==> config.mk <==
export PLATFORM = sky130hd
export DESIGN_NAME = inst_mem_loader_flat
export DESIGN_NICKNAME = d
export VERILOG_FILES = /design/src/rtl/inst_mem_loader_if.sv /design/src/rtl/inst_mem_loader.sv /design/src/flat_wrapper.sv
export SDC_FILE = /design/constraint.sdc
export NUM_CORES = 1
export LEC_CHECK = 0
export CELL_PAD_IN_SITES_DETAIL_PLACEMENT = 0
export CELL_PAD_IN_SITES_GLOBAL_PLACEMENT = 2
export CORE_MARGIN = 2
export CORE_UTILIZATION = 32
export CTS_CLUSTER_DIAMETER = 120
export CTS_CLUSTER_SIZE = 28
export DETAILED_ROUTE_END_ITERATION = 6
export HOLD_SLACK_MARGIN = 0.12
export PLACE_DENSITY = 0.81
export SLEW_MARGIN = 40
export SYNTH_ARGS = -nofsm -noshare
export SYNTH_HDL_FRONTEND = slang
export SYNTH_SLANG_ARGS = --single-unit
==> constraint.sdc <==
create_clock -name clock_i -period 3.5 [get_ports clock_i]
set_input_delay 0.35 -clock clock_i [delete_from_list [all_inputs] [get_ports clock_i]]
set_output_delay 0.35 -clock clock_i [all_outputs]
set_load 0.01 [all_outputs]
==> src/rtl/inst_mem_loader_if.sv <==
// Byte-stream handshake feeding the instruction memory loader.
// The upstream source drives valid/byte; the loader drives ready.
interface inst_mem_loader_if;
    logic       in_valid;
    logic [7:0] in_byte;
    logic       in_ready;

    modport master (output in_valid, output in_byte, input in_ready);
    modport slave  (input in_valid, input in_byte, output in_ready);
endinterface

==> src/rtl/inst_mem_loader.sv <==
// Boot loader: takes a length-prefixed byte stream, packs big-endian 32-bit words
// and writes them to instruction memory from BASE_ADDR while holding the CPU.
module inst_mem_loader #(
    parameter logic [31:0] BASE_ADDR   = 32'h0000_0000,
    parameter int unsigned DEPTH_WORDS = 256,
    parameter int unsigned LEN_WIDTH   = 16
) (
    input  logic                 clock_i,
    input  logic                 reset_i,
    input  logic                 start_i,
    inst_mem_loader_if.slave     in_if,
    output logic                 mem_we_o,
    output logic [31:0]          mem_addr_o,
    output logic [31:0]          mem_wdata_o,
    output logic                 cpu_hold_o,
    output logic                 busy_o,
    output logic                 done_o,
    output logic                 err_o,
    output logic [LEN_WIDTH-1:0] words_loaded_o
);

    typedef enum logic [2:0] {
        S_IDLE, S_LEN_HI, S_LEN_LO, S_DATA, S_WRITE, S_FINISH
    } state_e;

    state_e               state_q, state_d;
    logic [7:0]           len_hi_q, len_hi_d;
    logic [15:0]          len_q, len_d;
    logic [1:0]           byte_cnt_q, byte_cnt_d;
    logic [23:0]          word_q, word_d;
    logic [LEN_WIDTH-1:0] words_q, words_d;
    logic                 err_q, err_d;
    logic [31:0]          addr_q, addr_d;
    logic [31:0]          wdata_q, wdata_d;
    logic                 rdy;
    logic                 xfer;
    logic [15:0]          len_rx;

    assign xfer   = in_if.in_valid & rdy;
    assign len_rx = {len_hi_q, in_if.in_byte};

    always_ff @(posedge clock_i) begin
        if (reset_i) begin
            state_q    <= S_IDLE;
            byte_cnt_q <= 2'd0;
            words_q    <= '0;
            err_q      <= 1'b0;
            addr_q     <= BASE_ADDR;
            wdata_q    <= 32'd0;
        end else begin
            state_q    <= state_d;
            byte_cnt_q <= byte_cnt_d;
            words_q    <= words_d;
            err_q      <= err_d;
            addr_q     <= addr_d;
            wdata_q    <= wdata_d;
        end
        len_hi_q <= len_hi_d;
        len_q    <= len_d;
        word_q   <= word_d;
    end

    always_comb begin
        state_d    = state_q;
        len_hi_d   = len_hi_q;
        len_d      = len_q;
        byte_cnt_d = byte_cnt_q;
        word_d     = word_q;
        words_d    = words_q;
        err_d      = err_q;
        addr_d     = addr_q;
        wdata_d    = wdata_q;
        case (state_q)
            S_IDLE: begin
                if (start_i) begin
                    state_d = S_LEN_HI;
                    err_d   = 1'b0;
                    words_d = '0;
                end
            end
            S_LEN_HI: begin
                if (xfer) begin
                    len_hi_d = in_if.in_byte;
                    state_d  = S_LEN_LO;
                end
            end
            S_LEN_LO: begin
                if (xfer) begin
                    len_d      = len_rx;
                    byte_cnt_d = 2'd0;
                    if (len_rx == 16'd0) begin
                        state_d = S_FINISH;
                    end else if (32'(len_rx) > DEPTH_WORDS) begin
                        err_d   = 1'b1;
                        state_d = S_FINISH;
                    end else begin
                        state_d = S_DATA;
                    end
                end
            end
            S_DATA: begin
                if (xfer) begin
                    byte_cnt_d = byte_cnt_q + 2'd1;
                    word_d     = {word_q[15:0], in_if.in_byte};
                    // Fourth byte completes the word; latch address and data for the write cycle.
                    if (byte_cnt_q == 2'd3) begin
                        wdata_d = {word_q, in_if.in_byte};
                        addr_d  = BASE_ADDR + (32'(words_q) << 2);
                        state_d = S_WRITE;
                    end
                end
            end
            S_WRITE: begin
                words_d = words_q + LEN_WIDTH'(1);
                state_d = (32'(words_q) + 32'd1 == 32'(len_q)) ? S_FINISH : S_DATA;
            end
            S_FINISH: state_d = S_IDLE;
            default:  state_d = S_IDLE;
        endcase
    end

    always_comb begin
        rdy        = (state_q == S_LEN_HI) || (state_q == S_LEN_LO) || (state_q == S_DATA);
        mem_we_o   = (state_q == S_WRITE);
        cpu_hold_o = (state_q != S_IDLE) && (state_q != S_FINISH);
        busy_o     = (state_q != S_IDLE);
        done_o     = (state_q == S_FINISH);
    end

    assign in_if.in_ready = rdy;
    assign mem_addr_o     = addr_q;
    assign mem_wdata_o    = wdata_q;
    assign err_o          = err_q;
    assign words_loaded_o = words_q;

endmodule

==> src/flat_wrapper.sv <==
// flat-port wrapper written by rule: the top's interface ports become plain ports
module inst_mem_loader_flat 
#(
    parameter logic [31:0] BASE_ADDR   = 32'h0000_0000,
    parameter int unsigned DEPTH_WORDS = 256,
    parameter int unsigned LEN_WIDTH   = 16
)
  (clock_i, reset_i, start_i, mem_we_o, mem_addr_o, mem_wdata_o, cpu_hold_o, busy_o, done_o, err_o, words_loaded_o, in_if_in_valid, in_if_in_byte, in_if_in_ready);
  inst_mem_loader_if in_if_i ();
  input  logic clock_i;
  input  logic reset_i;
  input  logic start_i;
  output logic mem_we_o;
  output logic [31:0] mem_addr_o;
  output logic [31:0] mem_wdata_o;
  output logic cpu_hold_o;
  output logic busy_o;
  output logic done_o;
  output logic err_o;
  output logic [LEN_WIDTH-1:0] words_loaded_o;
  input wire logic [$bits(in_if_i.in_valid)-1:0] in_if_in_valid;
  input wire logic [$bits(in_if_i.in_byte)-1:0] in_if_in_byte;
  output wire logic [$bits(in_if_i.in_ready)-1:0] in_if_in_ready;
  assign in_if_i.in_valid = in_if_in_valid;
  assign in_if_i.in_byte = in_if_in_byte;
  assign in_if_in_ready = in_if_i.in_ready;
  inst_mem_loader #(.BASE_ADDR(BASE_ADDR), .DEPTH_WORDS(DEPTH_WORDS), .LEN_WIDTH(LEN_WIDTH)) u_core (.clock_i(clock_i), .reset_i(reset_i), .start_i(start_i), .in_if(in_if_i), .mem_we_o(mem_we_o), .mem_addr_o(mem_addr_o), .mem_wdata_o(mem_wdata_o), .cpu_hold_o(cpu_hold_o), .busy_o(busy_o), .done_o(done_o), .err_o(err_o), .words_loaded_o(words_loaded_o));
endmodule
After elaboration in Yosys (flattened, before gate mapping)
Index checks and enable logic that the tools add are counted.
- $add $sub $neg: 3
- $mul: 0
- divide/modulo/power cells: 0
- order comparisons: 1
- eq/ne operators: 15
- shifts and indexed selects: 0
- multiplexer cells: 19
- bitwise gates (word level): 1
- reductions and logical operators: 17
- operator list (operator ; count):
    32-bit by 16-bit == test with 1-bit output ; 1
    16-bit one-hot mux with 2 select lines ; 1
    3-bit 2-to-1 mux ; 8
    16-bit by 1-bit adder with 17-bit output, second input constant ; 1
    16-bit by 1-bit adder with 16-bit output, second input constant ; 1
    16-bit by 9-bit greater-than comparator with 1-bit output, second input constant ; 1
    16-bit zero test ; 1
    16-bit 2-to-1 mux ; 1
    3-bit one-hot mux with 5 select lines ; 1
    2-bit by 1-bit inequality test with 1-bit output, second input constant ; 5
    5-bit AND reduction ; 2
    2-bit AND reduction ; 4
    3-bit by 2-bit == test with 1-bit output, second input constant ; 2
    3-bit == test, second input constant ; 2
    3-bit AND reduction ; 2
    2-bit nonzero test ; 3
    1-bit 2-to-1 mux ; 4
    2-bit 2-to-1 mux ; 2
    2-bit inequality test, second input constant ; 2
    2-bit one-hot mux with 2 select lines ; 1
    3-bit by 1-bit == test with 1-bit output, second input constant ; 1
    3-bit zero test ; 1
    3-bit inequality test, second input constant ; 1
    3-bit nonzero test ; 1
    other kinds (6) ; 7
- bits in registers: 118
- bits in latches: 0
- RAM bits: 0
- ROM bits: 0
- input port bits: 12
- output and inout bits: 86
- logic and storage cells: 65
- memories kept: 0

Depth between registers and ports, before layout
- depth in word-level cells: 6
- gate-level depth with buffers: 8
- depth with buffers taken out: 7

Worst setup path after synthesis
No wires, ideal clock.
- path kind: register -> register
- start point: reg u_core.state_q[1]
- end point: reg u_core.addr_q[17], in the netlist u_core.mem_addr_o[17]
- setup time: 0.132 ns
- arrival time: 2.409 ns
- required time: 3.368 ns
- path slack: 0.959 ns
- stages on the path, launching flop included: 9
- period minus slack after synthesis: 2.541 ns
- path through: dfxtp_1 > buf_2 > nand2_1 > nor3b_2 > nand2_1 > buf_2 > clkbuf_1 > nand2_1 > a21oi_1
- longest elaborated chain between the ends: 5
- ends and longest elaborated chain (what ; RTL line ; text):
    start: declaration ; inst_mem_loader.sv:26 ; state_e state_q, state_d;
    start signal: assignment ; inst_mem_loader.sv:51 ; state_q <= state_d;
    3-bit by 1-bit == test with 1-bit output or 3-bit by 2-bit == test with 1-bit output (tied branches) ; inst_mem_loader.sv:123 ; rdy = (state_q == S_LEN_HI) || (state_q == S_LEN_LO) || (state_q == S_DATA);
    1-bit logical OR (2 in series) ; inst_mem_loader.sv:123 ;
    1-bit AND ; inst_mem_loader.sv:39 ; assign xfer = in_if.in_valid & rdy;
    3-bit AND reduction (no line) (*) ; n/a ;
    end signal: assignment ; inst_mem_loader.sv:55 ; addr_q <= addr_d;
    end: declaration ; inst_mem_loader.sv:33 ; logic [31:0] addr_q, addr_d;
Mark *: on every way between the ends. The rest lies on a longest branch, timed or not.
A chain may end at the register's enable or synchronous reset.

Worst setup path in the final report
- start point: reg u_core.words_q[1], in the netlist u_core.words_loaded_o[1]
- end point: reg u_core.state_q[1]
- longest elaborated chain between the ends: 4
- ends and longest elaborated chain (what ; RTL line ; text):
    start: declaration ; inst_mem_loader.sv:31 ; logic [LEN_WIDTH-1:0] words_q, words_d;
    start signal: assignment ; inst_mem_loader.sv:53 ; words_q <= words_d;
    16-bit by 1-bit adder with 17-bit output ; inst_mem_loader.sv:115 ; state_d = (32'(words_q) + 32'd1 == 32'(len_q)) ? S_FINISH : S_DATA;
    32-bit by 16-bit == test with 1-bit output ; inst_mem_loader.sv:115 ;
    3-bit 2-to-1 mux ; inst_mem_loader.sv:115 ;
    3-bit one-hot mux with 5 select lines ; inst_mem_loader.sv:73 ; case (state_q)
Every way passes these cells.

==> results.json <==
{
  "core_um2": 15700,
  "layout_common_cells": "107 x nand2_1, 80 x clkdlybuf4s50_1, 75 x a21oi_1",
  "via_count": 3951,
  "synth_compound_gate_area_share": 0.136,
  "die_w_um": 130,
  "place_hpwl_um": 8580,
  "antenna_cells": 0,
  "h-tree-depth": 4,
  "grt_setup_unrepaired": "no",
  "grt_max_degree": 49,
  "netSwitchingFraction": 0.207,
  "async_flop_share": 0,
  "detail-route-antenna-nets": 0,
  "cts_resized": 0,
  "start_kind": "flip-flop",
  "area_growth_pct": 31.3,
  "grt_pass1_vias": 3852,
  "dr_wl_met3_um": 542,
  "drive_above_1_share": 0.110,
  "fin_area_um2": 6670,
  "synth-seq-cells": 118,
  "wl_per_cell_um": 15.6,
  "firstDrtPassIters": 4,
  "start_util": 0.323,
  "grt_antenna_before_repair": 0,
  "port_buffers": 81,
  "seq_power_share": 0.424,
  "p_per_area_nw_per_um2": 521,
  "place_area_um2": 6020,
  "finClkSkew_ps": 10.7,
  "top_layer_used": "met4",
  "yosysSeqAreaShare": 0.560,
  "final_common_cell": "nand2_1",
  "yosys.area_share.adder": 0.00493,
  "worstPathArrival_ps": 2820,
  "layout.nets": 608,
  "cts_buffer_depth": 2,
  "critical_path.cell_chain": "ha_1 -> nand3_2 -> nor2_2 -> a41oi_1 -> nor4_2 -> and4_4 -> o32ai_2",
  "regArea_um2": 2840,
  "path_clk_slew_ps": 60,
  "clockRootBuffer": "clkbuf_16",
  "tns_ps": 0,
  "rows": 46,
  "ys_types": 61,
  "end_kind": "flip-flop",
  "critPathTopFamily": "simple AND/OR/NAND/NOR gates",
  "synth_top_family_by_area": "simple AND/OR/NAND/NOR gates",
  "routed_wirelength_um": 12800,
  "drc": 0,
  "synthesis.area_um2": 5080,
  "pre_cts_ws_ps": 875,
  "drv_slew": 0,
  "max-cap-violations": 0,
  "synth_ff_type": "dfxtp_1",
  "grt.total_usage": 0.158,
  "via_per_inst": 4.80,
  "grt_pass1_wl_um": 20600,
  "ys_top_cells_by_area": "edfxtp_1 28%, dfxtp_1 28%, nand2_1 8.0%",
  "hold_violations": 0,
  "place_congestion": 0.871,
  "internal-power_mw": 2.76,
  "worstSetupPathType": "reg2reg",
  "ios": 98,
  "syn_area_per_cell_um2": 9.79,
  "cp.required_ps": 3760,
  "cts-buffers-inserted": 17,
  "status": "complete, no violations",
  "clock_sinks": 118,
  "worst_pin_slew_ps": 784,
  "cts_tree": "built",
  "fin_crit_ps": 2560,
  "fillers": 1533,
  "path_buf_inv": 0,
  "clock_latency_ps": 410,
  "met2WireLength_um": 6160,
  "fin_ws_ps": 942,
  "synth.mux.area_fraction": 0.00419,
  "holdWs_ps": 442,
  "slowest_stage": "dfxtp_1",
  "die_area_um2": 16900,
  "die_h_um": 130,
  "wl_met1_um": 6030,
  "first_iter_violations": 235,
  "setup_viol": 0,
  "relSlewSlack": 0.477,
  "fin_crit_sh": 0.731,
  "synthSimpleGateAreaFrac": 0.204,
  "slowest_delay_ps": 590,
  "p_leak_nw": 2.26,
  "ys_warn_count": 0,
  "worstHoldPathType": "reg2reg",
  "crit_path_max_fanout": 8,
  "synth_top_area_frac": 0.284,
  "comb_power_share": 0.041,
  "postCtsSetupRepairBufs": 0,
  "yosysTopAreaCell": "edfxtp_1",
  "synth_edf_count": 48,
  "overflow": 0,
  "switchingPower_mw": 0.717,
  "fmax_mhz": 391,
  "multi_input_area_um2": 1990,
  "cts_hold_buf": 0,
  "synth_xor_area_frac": 0.0276,
  "clockPowerShare": 0.535,
  "synthCells": 519,
  "ir_worst_vdd_v": 0.000366
}
-- worst reg2reg max path, delay by kind of cell, from the launching register on --
family                   cells  cell delay [ps]
AO/OA/AOI/OAI                2              280
AND/OR/NAND/NOR              4             1200
adder cells (fa/ha/maj)      1              360
flip-flops                   1              590
-- layout make-up --
| class | instances | share of cell area |
|---|---|---|
| tap | 216 | 0.0405 |
| multi-input combinational | 358 | 0.299 |
| timing repair buffer | 93 | 0.134 |
| inverter | 6 | 0.00338 |
| sequential | 118 | 0.426 |
| clock inverter | 12 | 0.0263 |
| clock buffer | 20 | 0.0700 |
-- synthesized netlist by cell type, types with 4 or more instances --
cell type / instances
nand2_1: 108
a21oi_1: 75
dfxtp_1: 70
edfxtp_1: 48
nor2_1: 25
buf_4: 22
o21ai_0: 20
clkbuf_1: 18
xnor2_1: 12
buf_2: 10
nand3_1: 10
nand2b_1: 6
nand4_1: 6
nor3_1: 6
a31oi_1: 5
and3_1: 5
nor4_1: 5
a211oi_1: 4
inv_1: 4
xor2_1: 4
-- per-layer routing --
layer	vias to the layer above	track usage
li1	1944	-
met1	1891	0.210
met2	110	0.252
met3	6	0.0390
met4	0	0.0563
met5	-	0
-- power groups by stage --
stage	registers, mW	logic, mW	clock network, mW
after global placement	1.50	0.142	0
after floorplan	1.49	0.0992	0
after detailed placement	1.50	0.143	0
after CTS	1.47	0.144	1.89
after global routing	1.47	0.160	1.95
final	1.47	0.144	1.86
-- flip-flops by register name (all words and copies together), names as in the netlist --
register / count
u_core.words_loaded_o: 16
u_core.word_q: 24
u_core.len_q: 16
u_core.state_q: 3
u_core.len_hi_q: 8
u_core.err_o: 1
u_core.mem_addr_o: 16
u_core.mem_wdata_o: 32
u_core.byte_cnt_q: 2
-- final timing paths --
path,startpoint,end,slack [ps],cells after the start
worst max-delay path,u_core.words_loaded_o[1]$_SDFFE_PP0P_,u_core.state_q[1]$_SDFFE_PP0P_,940,7
worst min-delay path,u_core.word_q[8]$_DFFE_PP_,u_core.word_q[16]$_DFFE_PP_,440,0
worst max register to register,u_core.words_loaded_o[1]$_SDFFE_PP0P_,u_core.state_q[1]$_SDFFE_PP0P_,940,7
worst min register to register,u_core.word_q[8]$_DFFE_PP_,u_core.word_q[16]$_DFFE_PP_,440,0
-- stage by stage --
stage          std cells  utilization  power (mW)
3_3_place_gp         791        0.383        1.64
5_1_grt              823        0.424        3.58
6_report             823        0.424        3.47
4_1_cts              823        0.424        3.51
2_1_floorplan        534            -        1.59
3_5_place_dp         791        0.383        1.64
-- kinds of logic (layout without fill, tap and decap cells) --
group                    Yosys count  count (layout)
AND/OR/NAND/NOR                  201             201
AO/OA/AOI/OAI                    121             121
flip-flops                       118             118
buffers and inverters             58             131
XOR/XNOR                          16              16
adder cells (fa/ha/maj)            2               2
multiplexers                       2               2
other                              1              16
No activity file was read; power rests on OpenSTA's default activity.
